[config.mk]
export PLATFORM = sky130hd
export DESIGN_NAME = ec1_run_ctrl_flat
export DESIGN_NICKNAME = d
export VERILOG_FILES = /design/src/rtl/ec1_run_ctrl_if.sv /design/src/rtl/ec1_run_ctrl.sv /design/src/flat_wrapper.sv
export SDC_FILE = /design/constraint.sdc
export NUM_CORES = 1
export LEC_CHECK = 0
export ABC_CLOCK_PERIOD_IN_PS = 3500
export CAP_MARGIN = 25
export CORE_ASPECT_RATIO = 1.25
export CORE_MARGIN = 2
export CORE_UTILIZATION = 50
export DETAILED_ROUTE_END_ITERATION = 6
export PLACE_DENSITY = 0.79
export SYNTH_ARGS = -nofsm -noshare
export SYNTH_HDL_FRONTEND = slang
export SYNTH_SLANG_ARGS = --single-unit
[constraint.sdc]
create_clock -name clk -period 3.5 [get_ports clk]
set_input_delay 0.7 -clock clk [delete_from_list [all_inputs] [get_ports clk]]
set_output_delay 0.7 -clock clk [all_outputs]
set_load 0.01 [all_outputs]
[src/rtl/ec1_run_ctrl_if.sv]
// Front-panel / CPU-side signal bundle for the EC1 run/debug sequencer.
// The master side is the panel plus the CPU control unit. The slave side is
// the sequencer, which drives the clock enable, the state and the counters.
interface ec1_run_ctrl_if #(
    parameter int PC_W  = 4,
    parameter int CNT_W = 16
);
    // Front-panel requests and breakpoint setup
    logic             run_btn;
    logic             step_btn;
    logic             stop_btn;
    logic             bp_en;
    logic [PC_W-1:0]  bp_addr;

    // Observed CPU control-unit status
    logic [PC_W-1:0]  pc;
    logic             fetch;
    logic             halt_in;

    // Sequencer outputs
    logic             cpu_en;
    logic [2:0]       state_o;
    logic             bp_hit;
    logic [CNT_W-1:0] cyc_cnt;
    logic [CNT_W-1:0] instr_cnt;

    // Panel/CPU side: drives requests and status, observes the sequencer
    modport master (
        output run_btn,
        output step_btn,
        output stop_btn,
        output bp_en,
        output bp_addr,
        output pc,
        output fetch,
        output halt_in,
        input  cpu_en,
        input  state_o,
        input  bp_hit,
        input  cyc_cnt,
        input  instr_cnt
    );

    // Sequencer side
    modport slave (
        input  run_btn,
        input  step_btn,
        input  stop_btn,
        input  bp_en,
        input  bp_addr,
        input  pc,
        input  fetch,
        input  halt_in,
        output cpu_en,
        output state_o,
        output bp_hit,
        output cyc_cnt,
        output instr_cnt
    );
endinterface

[src/rtl/ec1_run_ctrl.sv]
// EC1 run/debug sequencer.
// Gates the accumulator CPU through a clock enable and provides free-run,
// single-instruction step, PC breakpoint, stop-at-boundary and halt capture.
// An instruction boundary is a FETCH cycle. The clock enable is combinational
// so the CPU freezes in the very cycle a stop condition is seen, before that
// FETCH executes. Enabled cycles and retired instructions are counted.
module ec1_run_ctrl #(
    parameter int PC_W  = 4,
    parameter int CNT_W = 16
) (
    input  logic          clk,
    input  logic          Reset,
    ec1_run_ctrl_if.slave bus
);

    typedef enum logic [2:0] {
        IDLE   = 3'd0,
        RUN    = 3'd1,
        STEP   = 3'd2,
        BREAK  = 3'd3,
        HALTED = 3'd4
    } state_t;

    state_t           state_reg;
    logic             launch_reg;
    logic             stop_pend_reg;
    logic             bp_hit_reg;
    logic             run_prev_reg;
    logic             step_prev_reg;
    logic             stop_prev_reg;
    logic [CNT_W-1:0] cyc_cnt_reg;
    logic [CNT_W-1:0] instr_cnt_reg;

    logic             run_edge;
    logic             step_edge;
    logic             stop_edge;
    logic             boundary;
    logic             bp_match;
    logic             cpu_gate;
    logic [PC_W-1:0]  pc_cur;
    logic [PC_W-1:0]  bp_cur;

    // Rising-edge detection on the panel buttons and boundary/breakpoint
    // qualification. launch masks the fetch at the resume PC, so the
    // instruction under the PC always issues once after run or step.
    always_comb begin
        run_edge  = bus.run_btn  & ~run_prev_reg;
        step_edge = bus.step_btn & ~step_prev_reg;
        stop_edge = bus.stop_btn & ~stop_prev_reg;
        pc_cur    = bus.pc;
        bp_cur    = bus.bp_addr;
        boundary  = bus.fetch & ~launch_reg;
        bp_match  = bus.bp_en & (pc_cur == bp_cur);
    end

    // Mealy clock enable: freezes the CPU in the same cycle as a halt, a
    // pending stop or a breakpoint hit at a boundary.
    always_comb begin
        cpu_gate = 1'b0;
        case (state_reg)
            RUN:     cpu_gate = ~bus.halt_in & ~(boundary & (stop_pend_reg | bp_match));
            STEP:    cpu_gate = ~bus.halt_in & ~boundary;
            default: cpu_gate = 1'b0;
        endcase
    end

    // Previous-value registers for button edge detection
    always_ff @(posedge clk or negedge Reset) begin
        if (!Reset) begin
            run_prev_reg  <= 1'b0;
            step_prev_reg <= 1'b0;
            stop_prev_reg <= 1'b0;
        end else begin
            run_prev_reg  <= bus.run_btn;
            step_prev_reg <= bus.step_btn;
            stop_prev_reg <= bus.stop_btn;
        end
    end

    // Sequencer FSM with launch/stop-pending flags and registered bp_hit
    always_ff @(posedge clk or negedge Reset) begin
        if (!Reset) begin
            state_reg     <= IDLE;
            launch_reg    <= 1'b0;
            stop_pend_reg <= 1'b0;
            bp_hit_reg    <= 1'b0;
        end else begin
            // The first enabled cycle after resume consumes the launch mask
            if (cpu_gate) begin
                launch_reg <= 1'b0;
            end

            case (state_reg)
                IDLE, BREAK: begin
                    // Stop edges are meaningless while frozen and are dropped
                    if (bus.halt_in) begin
                        state_reg  <= HALTED;
                        bp_hit_reg <= 1'b0;
                    end else if (run_edge) begin
                        state_reg  <= RUN;
                        launch_reg <= 1'b1;
                        bp_hit_reg <= 1'b0;
                    end else if (step_edge) begin
                        state_reg  <= STEP;
                        launch_reg <= 1'b1;
                        bp_hit_reg <= 1'b0;
                    end
                end

                RUN: begin
                    if (bus.halt_in) begin
                        state_reg <= HALTED;
                    end else if (boundary && stop_pend_reg) begin
                        state_reg     <= IDLE;
                        stop_pend_reg <= 1'b0;
                    end else begin
                        if (boundary && bp_match) begin
                            state_reg  <= BREAK;
                            bp_hit_reg <= 1'b1;
                        end
                        // A stop request only becomes effective at the next
                        // boundary, even if it arrives on a boundary itself.
                        if (stop_edge) begin
                            stop_pend_reg <= 1'b1;
                        end
                    end
                end

                STEP: begin
                    // Single instruction: stop at the next fetch, ignore
                    // the breakpoint and every button.
                    if (bus.halt_in) begin
                        state_reg <= HALTED;
                    end else if (boundary) begin
                        state_reg <= IDLE;
                    end
                end

                HALTED: begin
                    // Sticky until the asynchronous reset
                    state_reg <= HALTED;
                end

                default: begin
                    state_reg  <= IDLE;
                    bp_hit_reg <= 1'b0;
                end
            endcase
        end
    end

    // Enabled-cycle and retired-instruction counters, wrapping naturally
    always_ff @(posedge clk or negedge Reset) begin
        if (!Reset) begin
            cyc_cnt_reg   <= '0;
            instr_cnt_reg <= '0;
        end else if (cpu_gate) begin
            cyc_cnt_reg <= cyc_cnt_reg + 1'b1;
            if (bus.fetch) begin
                instr_cnt_reg <= instr_cnt_reg + 1'b1;
            end
        end
    end

    assign bus.cpu_en    = cpu_gate;
    assign bus.state_o   = state_reg;
    assign bus.bp_hit    = bp_hit_reg;
    assign bus.cyc_cnt   = cyc_cnt_reg;
    assign bus.instr_cnt = instr_cnt_reg;

endmodule

[src/flat_wrapper.sv]
// flat-port wrapper written by rule: the top's interface ports become plain ports
module ec1_run_ctrl_flat 
#(
    parameter int PC_W  = 4,
    parameter int CNT_W = 16
)
  (clk, Reset, bus_run_btn, bus_step_btn, bus_stop_btn, bus_bp_en, bus_bp_addr, bus_pc, bus_fetch, bus_halt_in, bus_cpu_en, bus_state_o, bus_bp_hit, bus_cyc_cnt, bus_instr_cnt);
  ec1_run_ctrl_if #(.PC_W(PC_W), .CNT_W(CNT_W)) bus_i ();
  input  logic clk;
  input  logic Reset;
  input wire logic [$bits(bus_i.run_btn)-1:0] bus_run_btn;
  input wire logic [$bits(bus_i.step_btn)-1:0] bus_step_btn;
  input wire logic [$bits(bus_i.stop_btn)-1:0] bus_stop_btn;
  input wire logic [$bits(bus_i.bp_en)-1:0] bus_bp_en;
  input wire logic [$bits(bus_i.bp_addr)-1:0] bus_bp_addr;
  input wire logic [$bits(bus_i.pc)-1:0] bus_pc;
  input wire logic [$bits(bus_i.fetch)-1:0] bus_fetch;
  input wire logic [$bits(bus_i.halt_in)-1:0] bus_halt_in;
  output wire logic [$bits(bus_i.cpu_en)-1:0] bus_cpu_en;
  output wire logic [$bits(bus_i.state_o)-1:0] bus_state_o;
  output wire logic [$bits(bus_i.bp_hit)-1:0] bus_bp_hit;
  output wire logic [$bits(bus_i.cyc_cnt)-1:0] bus_cyc_cnt;
  output wire logic [$bits(bus_i.instr_cnt)-1:0] bus_instr_cnt;
  assign bus_i.run_btn = bus_run_btn;
  assign bus_i.step_btn = bus_step_btn;
  assign bus_i.stop_btn = bus_stop_btn;
  assign bus_i.bp_en = bus_bp_en;
  assign bus_i.bp_addr = bus_bp_addr;
  assign bus_i.pc = bus_pc;
  assign bus_i.fetch = bus_fetch;
  assign bus_i.halt_in = bus_halt_in;
  assign bus_cpu_en = bus_i.cpu_en;
  assign bus_state_o = bus_i.state_o;
  assign bus_bp_hit = bus_i.bp_hit;
  assign bus_cyc_cnt = bus_i.cyc_cnt;
  assign bus_instr_cnt = bus_i.instr_cnt;
  ec1_run_ctrl #(.PC_W(PC_W), .CNT_W(CNT_W)) u_core (.clk(clk), .Reset(Reset), .bus(bus_i));
endmodule
==> results.yml <==
clock_tree:
  holdBufCountCts: 0
  clkSlewWorstSetupHoldPaths_ns: 0.08
  clock_latency_ns: 0.29
  h-tree-depth: 2
  cts_resized: 0
  cts_tree: "done"
  clock_path_buffers: 2
  clkSinkCount: 41
  cts_setup_buffers: 0
  numCtsBuffers: 5
  clockRootBuffer: "clkbuf_8"
grt:
  grt_max_degree: 42
  grt_first_pass_wirelength_um: 6589
  grt-ovfl-total: 0
  antenna_found_initial: 0
  grt_pass1_vias: 1449
  grt_use_total: 0.1966
routing:
  num_vias: 1525
  routedWlPerCell_um: 14.00
  routed_via_density: 5.566
  dr.pass1.iters: 4
  antenna_left: 0
  drt-total-wl_um: 3836
  drtIter0Drc: 76
  drc: 0
floorplan:
  rows: 25
  io_pins: 53
  die_x_um: 59.80
  core-area_um2: 3754
  dieArea_um2: 4410
  initial_core_util: 0.5183
  die_h_um: 73.75
worst_setup_path:
  crit_fanout: 5
  r2r-end: "u_core.bus.instr_cnt[10]"
  cpMostUsedCell: "clkdlybuf4s50_1"
  cp_cell_sequence: "clkdlybuf4s50_1 -> or4b_4 -> o32a_1 -> a21o_1 -> inv_2 -> clkdlybuf4s50_1"
  start_kind: "input port"
  r2r_cells: 6
  slowest_delay_ns: 0.53
  required_ns: 2.80
  critPathKind: "in2out"
  rrSetupSlack_ns: 1.19
  worstPathArrival_ns: 2.67
  critPathCaptureType: "output port"
  cpMaxStageDelayCell: "or4b_4"
  timing.rr.start: "u_core.bus.state_o[1]"
pwr:
  p_per_area_nw_per_um2: 545.0
  vdd_drop_max_v: 0.0004351
  leakage_nw: 1.155
timing:
  finalHoldViolCount: 0
  fmax_ghz: 0.2965
  rsz0062_at_grt: "false"
  setup_viol: 0
  tightest_slew_ns: 0.8810
  fin_tns_setup_ns: 0
  slew_headroom: 0.4126
  slew_viol_final: 0
  finalClockSkew_ns: 0.008778
  timing.final.crit_share: 0.9637
  layout_min_cycle_time_ns: 3.373
place:
  routabilityCongestion: 0.8559
  hpwl_um: 2795
  port_buffers: 52
finish:
  diodes: 0
  area_growth_pct: 33.70
  finalNetCount: 251
  drive_gt1_frac: 0.07265
  final_core_util: 0.6930
synth:
  synth.net_count: 195
  ys_seq_area_frac: 0.5273
  synthTopCellsByCount: "dfrtp_1, nand2_1, xnor2_1, xor2_1, nand4_1"
  avgSynthCellArea_um2: 10.99
  ys_warn_count: 0
  synth-seq-cells: 41
  synth.distinct_cells: 34
  synth_flop_cell: "dfrtp_1"
  synth_cells: 177
  synth_top_area_frac: 0.5273
  syn_area_um2: 1946
  synth_edf_count: 0
  async_reset_ff_frac: 1.000
  synth_area_leader_cell: "dfrtp_1"
  synth.area.top_cells: "dfrtp_1, xnor2_1, xor2_1, nand4_1, nand2_1"
  synth.most_common_cell: "dfrtp_1"
min_path:
  min_delay_worst_endpoint: "u_core.bus.cyc_cnt[15]"
  worstHoldPathCells: 1
  hp-start: "u_core.bus.cyc_cnt[15]"
  hold_path_class: "reg2reg"
run_status:
  status: "finished, final reports clean"
job:
  cap_violations: 0
-- logic make-up after synthesis --
family,synth area share
DFF,0.5273
AOI/OAI and AO/OA,0.05981
muxes,0.01157
adders and majority gates,0.01286
and+or+nand+nor,0.2019
xor gates and xnor gates,0.1576
buffers and inverters,0.02894
-- worst max-delay path: cells and delay by family --
| family | cells | cell delay, ns |
|---|---|---|
| compound gates | 2 | 0.39 |
| simple gates | 1 | 0.53 |
| buf+inv | 3 | 1.05 |
-- metal layers --
metal / vias to the layer above / global-route usage / share of wire
met5: - / 0 / 0
met4: 0 / 0.05926 / 0.013
met3: 7 / 0.04930 / 0.042
met2: 49 / 0.3104 / 0.50
met1: 731 / 0.2654 / 0.44
li1: 738 / - / -
-- worst max-delay path by stage --
stage / cells past startpoint / startpoint / endpoint
6_report: 6 / bus_halt_in / bus_cpu_en
3_5_place_dp: 6 / bus_halt_in / bus_cpu_en
2_1_floorplan: 6 / bus_halt_in / bus_cpu_en
5_1_grt: 6 / bus_halt_in / bus_cpu_en
4_1_cts: 6 / bus_halt_in / bus_cpu_en
3_3_place_gp: 6 / bus_halt_in / bus_cpu_en
-- power breakdown --
| group | leakage, nW | switching (W) | internal, W | total, W |
|---|---|---|---|---|
| sequential | 0.544 | 0.0000823 | 0.000540 | 0.000623 |
| combinational | 0.553 | 0.000193 | 0.000211 | 0.000403 |
| clock | 0.0574 | 0.000160 | 0.000232 | 0.000392 |
-- placed cells by master, fill, tap and decap left out, drive strengths merged, types with 3 or more instances in the layout --
| master | Yosys | layout |
|---|---|---|
| nand4 | 12 | 12 |
| o21ai | 3 | 3 |
| inv | 3 | 3 |
| xnor2 | 18 | 18 |
| xor2 | 17 | 17 |
| a21oi | 5 | 5 |
| clkbuf | 1 | 6 |
| and4 | 3 | 3 |
| nand3 | 7 | 7 |
| nor3 | 8 | 8 |
| clkdlybuf4s50 | 0 | 51 |
| and3 | 8 | 8 |
| nand2 | 19 | 19 |
| dfrtp | 41 | 41 |
| nor4 | 3 | 3 |
| nor2 | 5 | 5 |
| buf | 4 | 3 |
-- through the flow --
step / total power [W] / cells / hold WS (ns) / area (µm²) / worst slack [ns]
5_1_grt: 0.001506 / 274 / 0.4968 / 2601 / 0.05716
3_3_place_gp: 0.001029 / 266 / 0.4558 / 2481 / 0.1531
3_5_place_dp: 0.001035 / 266 / 0.4550 / 2481 / 0.1352
2_1_floorplan: 0.0008563 / 177 / 0.4044 / 1946 / 0.8940
6_report: 0.001418 / 274 / 0.4656 / 2601 / 0.1270
4_1_cts: 0.001430 / 274 / 0.4716 / 2601 / 0.1300
-- final cells by class --
cell class              instances  area (µm²)
fillers                       299        1152
flip-flops and latches         41        1026
multi-input cells             128       863.3
repair buffers                 54       530.5
clock buffers                   6       82.58
well taps                      40       50.05
clock inverters                 2       37.54
inverters                       3       11.26
Note: power is estimated with default switching activity, not from simulation.
